[config.mk]
export PLATFORM = sky130hd
export DESIGN_NAME = bip_report_tx
export DESIGN_NICKNAME = d
export VERILOG_FILES = /design/src/rtl/bip_report_pkg.sv /design/src/rtl/uart_tx_byte.sv /design/src/rtl/bip_report_tx.sv
export SDC_FILE = /design/constraint.sdc
export NUM_CORES = 1
export LEC_CHECK = 0
export ABC_AREA = 1
export BUFFER_PORTS_ARGS = -buffer_cell sky130_fd_sc_hd__buf_2
export CORE_UTILIZATION = 62
export DETAILED_ROUTE_END_ITERATION = 12
export PLACE_DENSITY = 0.82
export SETUP_SLACK_MARGIN = 0.2
export SLEW_MARGIN = 10
export SYNTH_ARGS = -nofsm -noshare
export SYNTH_HDL_FRONTEND = slang
export SYNTH_HIERARCHICAL = 1
export SYNTH_SLANG_ARGS = --single-unit
[constraint.sdc]
create_clock -name clk -period 7.6 [get_ports clk]
set_clock_uncertainty 0.2 [all_clocks]
set_input_delay 0.38 -clock clk [delete_from_list [all_inputs] [get_ports clk]]
set_output_delay 0.38 -clock clk [all_outputs]
set_load 0.02 [all_outputs]
[src/rtl/bip_report_pkg.sv]
// Shared definitions for the BIP end-of-run UART report transmitter.
// Optional BIP_REPORT_CHECKSUM_EN appends an XOR checksum byte to the report.
package bip_report_pkg;

  typedef enum logic [1:0] {
    ST_IDLE = 2'd0,
    ST_SEND = 2'd1,
    ST_DONE = 2'd2
  } state_e;

  localparam logic [7:0]  REPORT_HEADER = 8'hA5;
  localparam int unsigned REPORT_BYTES  = 7;

`ifdef BIP_REPORT_CHECKSUM_EN
  localparam int unsigned FRAME_BYTES = REPORT_BYTES + 1;
`else
  localparam int unsigned FRAME_BYTES = REPORT_BYTES;
`endif

  localparam int unsigned IDX_W = 4;

endpackage

[src/rtl/uart_tx_byte.sv]
// 8N1 serialiser: one start bit, eight data bits LSB first, one stop bit.
// A start presented on the edge that ends a stop bit chains the next byte with no gap.
module uart_tx_byte #(
  parameter int unsigned CLK_DIV = 16
) (
  input  logic       clk,
  input  logic       reset,
  input  logic       start,
  input  logic [7:0] data,
  output logic       tx,
  output logic       byte_done
);

  localparam int unsigned     DIV_W    = (CLK_DIV > 2) ? $clog2(CLK_DIV) : 1;
  localparam logic [DIV_W-1:0] DIV_LAST = DIV_W'(CLK_DIV - 1);

  logic             active_q, active_d;
  logic [DIV_W-1:0] div_q, div_d;
  logic [3:0]       bit_q, bit_d;     // 0 start, 1..8 data, 9 stop
  logic [7:0]       shift_q, shift_d;
  logic             tx_q, tx_d;
  logic             bit_end;

  assign bit_end   = active_q && (div_q == DIV_LAST);
  assign byte_done = bit_end && (bit_q == 4'd9);
  assign tx        = tx_q;

  // NOTE: every _d gets its hold value first so no path through this block infers a latch.
  always_comb begin
    active_d = active_q;
    div_d    = div_q;
    bit_d    = bit_q;
    shift_d  = shift_q;
    tx_d     = tx_q;
    if (active_q) begin
      div_d = bit_end ? '0 : div_q + 1'b1;
    end
    if (bit_end) begin
      if (bit_q == 4'd9) begin
        active_d = 1'b0;
        tx_d     = 1'b1;
      end else if (bit_q == 4'd8) begin
        bit_d = 4'd9;
        tx_d  = 1'b1;
      end else begin
        bit_d   = bit_q + 4'd1;
        tx_d    = shift_q[0];
        shift_d = {1'b0, shift_q[7:1]};
      end
    end
    if (start && (!active_q || byte_done)) begin
      active_d = 1'b1;
      div_d    = '0;
      bit_d    = 4'd0;
      shift_d  = data;
      tx_d     = 1'b0;
    end
  end

  // NOTE: state registers use non-blocking assignments so all flops update together at the edge.
  always_ff @(posedge clk) begin
    if (reset) begin
      active_q <= 1'b0;
      div_q    <= '0;
      bit_q    <= 4'd0;
      shift_q  <= 8'h00;
      tx_q     <= 1'b1;
    end else begin
      active_q <= active_d;
      div_q    <= div_d;
      bit_q    <= bit_d;
      shift_q  <= shift_d;
      tx_q     <= tx_d;
    end
  end

endmodule

[src/rtl/bip_report_tx.sv]
// On BIP halt, snapshots pc/acc/cycle count and sends a one-shot UART report.
// Define BIP_REPORT_CHECKSUM_EN to append an XOR checksum byte after the 7 report bytes.
module bip_report_tx
  import bip_report_pkg::*;
#(
  parameter int unsigned CLK_DIV = 16,
  parameter int unsigned PC_W    = 11,
  parameter int unsigned DATA_W  = 16
) (
  input  logic              clk,
  input  logic              reset,
  input  logic              halt,
  input  logic [PC_W-1:0]   pc,
  input  logic [DATA_W-1:0] acc,
  output logic              tx,
  output logic              busy,
  output logic              done
);

  localparam logic [IDX_W-1:0] LAST_IDX = IDX_W'(FRAME_BYTES);

  state_e           state_q, state_d;
  logic [15:0]      cyc_q, cyc_d;
  logic [15:0]      pc_q, pc_d;
  logic [15:0]      acc_q, acc_d;
  logic [15:0]      cnt_q, cnt_d;
  logic [IDX_W-1:0] idx_q, idx_d;   // bytes handed to the serialiser so far
  logic             start;
  logic             byte_done;
  logic [7:0]       byte_data;

`ifdef BIP_REPORT_CHECKSUM_EN
  logic [7:0] checksum;
  assign checksum = REPORT_HEADER ^ pc_q[15:8] ^ pc_q[7:0] ^ acc_q[15:8] ^ acc_q[7:0]
                  ^ cnt_q[15:8] ^ cnt_q[7:0];
`endif

  always_comb begin
    case (idx_q)
      4'd0:    byte_data = REPORT_HEADER;
      4'd1:    byte_data = pc_q[15:8];
      4'd2:    byte_data = pc_q[7:0];
      4'd3:    byte_data = acc_q[15:8];
      4'd4:    byte_data = acc_q[7:0];
      4'd5:    byte_data = cnt_q[15:8];
      4'd6:    byte_data = cnt_q[7:0];
`ifdef BIP_REPORT_CHECKSUM_EN
      4'd7:    byte_data = checksum;
`endif
      default: byte_data = 8'hFF;
    endcase
  end

  always_comb begin
    state_d = state_q;
    cyc_d   = cyc_q;
    pc_d    = pc_q;
    acc_d   = acc_q;
    cnt_d   = cnt_q;
    idx_d   = idx_q;
    start   = 1'b0;
    case (state_q)
      ST_IDLE: begin
        if (halt) begin
          pc_d    = 16'(pc);
          acc_d   = 16'(acc);
          cnt_d   = cyc_q;
          idx_d   = '0;
          state_d = ST_SEND;
        end else if (cyc_q != 16'hFFFF) begin
          cyc_d = cyc_q + 16'd1;
        end
      end
      ST_SEND: begin
        // The first byte launches one edge after the snapshot; the rest chain on byte_done.
        start = (idx_q != LAST_IDX) && ((idx_q == '0) || byte_done);
        if (start) begin
          idx_d = idx_q + 1'b1;
        end else if (byte_done) begin
          state_d = ST_DONE;
        end
      end
      ST_DONE: ;
      default: state_d = ST_IDLE;
    endcase
  end

  // NOTE: the snapshot registers are cleared on reset too, so the bench never sees X on a report byte.
  always_ff @(posedge clk) begin
    if (reset) begin
      state_q <= ST_IDLE;
      cyc_q   <= 16'h0000;
      pc_q    <= 16'h0000;
      acc_q   <= 16'h0000;
      cnt_q   <= 16'h0000;
      idx_q   <= '0;
    end else begin
      state_q <= state_d;
      cyc_q   <= cyc_d;
      pc_q    <= pc_d;
      acc_q   <= acc_d;
      cnt_q   <= cnt_d;
      idx_q   <= idx_d;
    end
  end

  assign busy = (state_q == ST_SEND);
  assign done = (state_q == ST_DONE);

  uart_tx_byte #(.CLK_DIV(CLK_DIV)) u_uart (
    .clk       (clk),
    .reset     (reset),
    .start     (start),
    .data      (byte_data),
    .tx        (tx),
    .byte_done (byte_done)
  );

endmodule

==> results.toml <==
[synthesis]
synth_compound_area_share_pct = 12.7
synth_top_family_by_area = "simple AND/OR/NAND/NOR gates"
synthCells = 612
yosysSeqAreaShare_pct = 39.7
syn_nets = 651
synth_fa_ha_area_share_pct = 2.69
synth_area_um2 = 4180
synth_edf_count = 0
synth_area_per_cell_um2 = 6.84
synth.area.mux_share_pct = 0.239
yosysWarnings = 6
synth_ff_type = "dfxtp_1"
synthXorXnorAreaFrac_pct = 1.47
ys_types = 32
synth-simple-area-share_pct = 34.5
synth_seq_cells = 83
async_flop_share_pct = 0

[power]
p_leak_nw = 1.92
finalPower_mw = 0.922
ir_worst_vdd_uv = 130
power_density_nw_per_um2 = 205

[floorplanning]
io_pins = 33
die_h_um = 84.2
die_w_um = 84.2
core.rowCount = 29
initial_core_util_pct = 65.1
die_area_um2 = 7080
core_um2 = 6420

[routing]
via_per_inst = 5.54
first_pass_iters = 9
ant_nets = 0
drt_iter0_markers = 272
drt_wl_total_um = 9330
vias = 3947
drc = 2
wl_per_cell_um = 13.1

[status]
outcome = "finished with violations"
violations = "design-rule violations"

[timing]
drv_slew = 0
rsz0062_at_grt = "no"
fmax_mhz = 365
setup_viol = 0
fin_crit_sh_pct = 36.0
slew_headroom_pct = 50.4
min_period_ns = 2.74
tns_ns = 0
tightest_slew_ns = 0.743
hold_violations = 0

[worst_hold_path]
min_path_type = "input port to flop"

[clocking]
cts_buffer_depth = 2
clk_pin_slew_ns = 0.08
cts_buffers = 9
h-tree-depth = 3
cts_tree = "built"
cts.sinks = 83
cts_hold_buf = 0
post_cts_buffers = 0
cts_resized = 0
clockRootBuffer = "clkbuf_8"
clk_latency_ns = 0.35

[finish]
drive_above_1_share_pct = 12.1
fin_util_pct = 70.0
antenna_cells = 0
syn_to_final_growth_pct = 7.51
num-fill-cells = 559
nets = 671

[place]
io_buffers = 32
hpwl_um = 6530
gp_congestion = 0.892

[setup_path]
cp-start-kind = "flop"
critPathRequiredTime_ns = 7.64
arrival_ns = 2.78
critical_path_class = "flop to flop"
crit_path_end_kind = "flop"
crit_fanout = 17

[global_route]
track_usage_pct = 27.9
overflow = 0
grt_pass1_wl_um = 15800
antenna_found_initial = 0
grt_start_max_net_pins = 56
grt_pass1_vias = 3422

[run]
maxCapViolCount = 0
## kinds of logic (layout without fill, tap and decap cells)
kind of cell    Yosys count  count (layout)
buf+inv                  85             108
compound gates          101             101
xor+xnor                  7               7
fa+ha+maj                 9               9
simple gates            326             326
mux                       1               1
flops                    83              83
## synthesized netlist by cell type, drive strengths merged, types with 2 or more instances
master | number | area (µm²)
xnor2 | 2 | 17.5
xor2 | 5 | 43.8
nand3 | 52 | 270
nor3 | 2 | 10.0
ha | 9 | 113
dfxtp | 83 | 1660
nor2 | 114 | 473
clkbuf | 10 | 38.8
inv | 57 | 214
o22ai | 3 | 18.8
a21oi | 46 | 234
o21ai | 50 | 262
clkinv | 3 | 11.3
nand2 | 138 | 563
nand4 | 19 | 119
buf | 15 | 100
## routing by layer
layer	global-route usage, %	vias up	part of all wire, %
li1	-	2011	-
met1	38.8	1777	47
met2	43.3	141	45
met3	4.23	18	5.5
met4	12.4	0	2.4
met5	0	-	0
## path summary, 6_finish.rpt
check	start	end	slack, ns	cells after the start
hold / removal	pc[5]	pc_q[5]	0.07	3
hold reg to reg	acc_q[8]	acc_q[8]	0.28	2
setup / recovery	u_uart/div_q[0]	u_uart/tx	4.86	12
setup reg to reg	u_uart/div_q[0]	u_uart/tx	4.86	12
## layout make-up
type / instances / area [µm²] / share of cell area, %
flip-flops and latches: 83 / 1660 / 36.9
well taps: 77 / 96.3 / 2.14
multi-input cells: 444 / 2160 / 48.0
clock buffers: 11 / 141 / 3.14
clock inverters: 3 / 40.0 / 0.890
inverters: 60 / 225 / 5.01
repair buffers: 34 / 175 / 3.89
## where the power goes
part / switching, mW / leakage [nW] / total [mW] / internal, mW
Clock: 0.152 / 0.0950 / 0.308 / 0.156
Combinational: 0.0825 / 1.14 / 0.126 / 0.0432
Sequential: 0.0209 / 0.681 / 0.488 / 0.467
## state kept, by name (all words and copies together) (netlist names)
name             cells
cyc_q               16
state_q              2
acc_q               16
u_uart/active_q      1
cnt_q               16
u_uart/shift_q       8
idx_q                4
u_uart/bit_q         4
u_uart/div_q         4
u_uart/tx            1
pc_q                11
## metrics by stage
stage	instance area, µm²	hold slack [ns]	worst slack, ns	cells
2_1_floorplan	4180	0.231	5.16	612
3_3_place_gp	4320	0.264	4.92	698
3_5_place_dp	4320	0.275	4.85	698
4_1_cts	4500	0.0681	4.88	712
5_1_grt	4500	0.0681	4.47	712
6_report	4500	0.0733	4.86	712
## worst max-delay path: stages (launching register included)
cell	delay, ns
dfxtp_1	0.38
ha_1	0.20
nand2_1	0.10
nor2_2	0.44
inv_1	0.09
nor2_1	0.13
inv_1	0.05
a21oi_1	0.16
nand2_2	0.12
inv_1	0.26
nand2_4	0.19
nand2_2	0.20
o21ai_0	0.11
## cell usage in the layout, fill, tap and decap left out
cell type	n
a211oi_1	1
a21oi_1	45
a21oi_2	1
buf_2	32
buf_4	2
bufinv_16	1
clkbuf_1	1
clkbuf_8	10
clkinv_1	2
clkinv_2	2
dfxtp_1	83
ha_1	9
inv_1	55
inv_2	3
mux2i_1	1
nand2_1	128
nand2_2	6
nand2_4	4
nand3_1	50
nand3_2	2
nand4_1	19
nor2_1	102
nor2_2	9
nor2_4	3
nor3_1	2
nor3b_1	1
o21ai_0	49
o21ai_4	1
o21ba_2	1
o22ai_1	3
xnor2_1	2
xor2_1	5
Power figures use the tool's default switching activity.
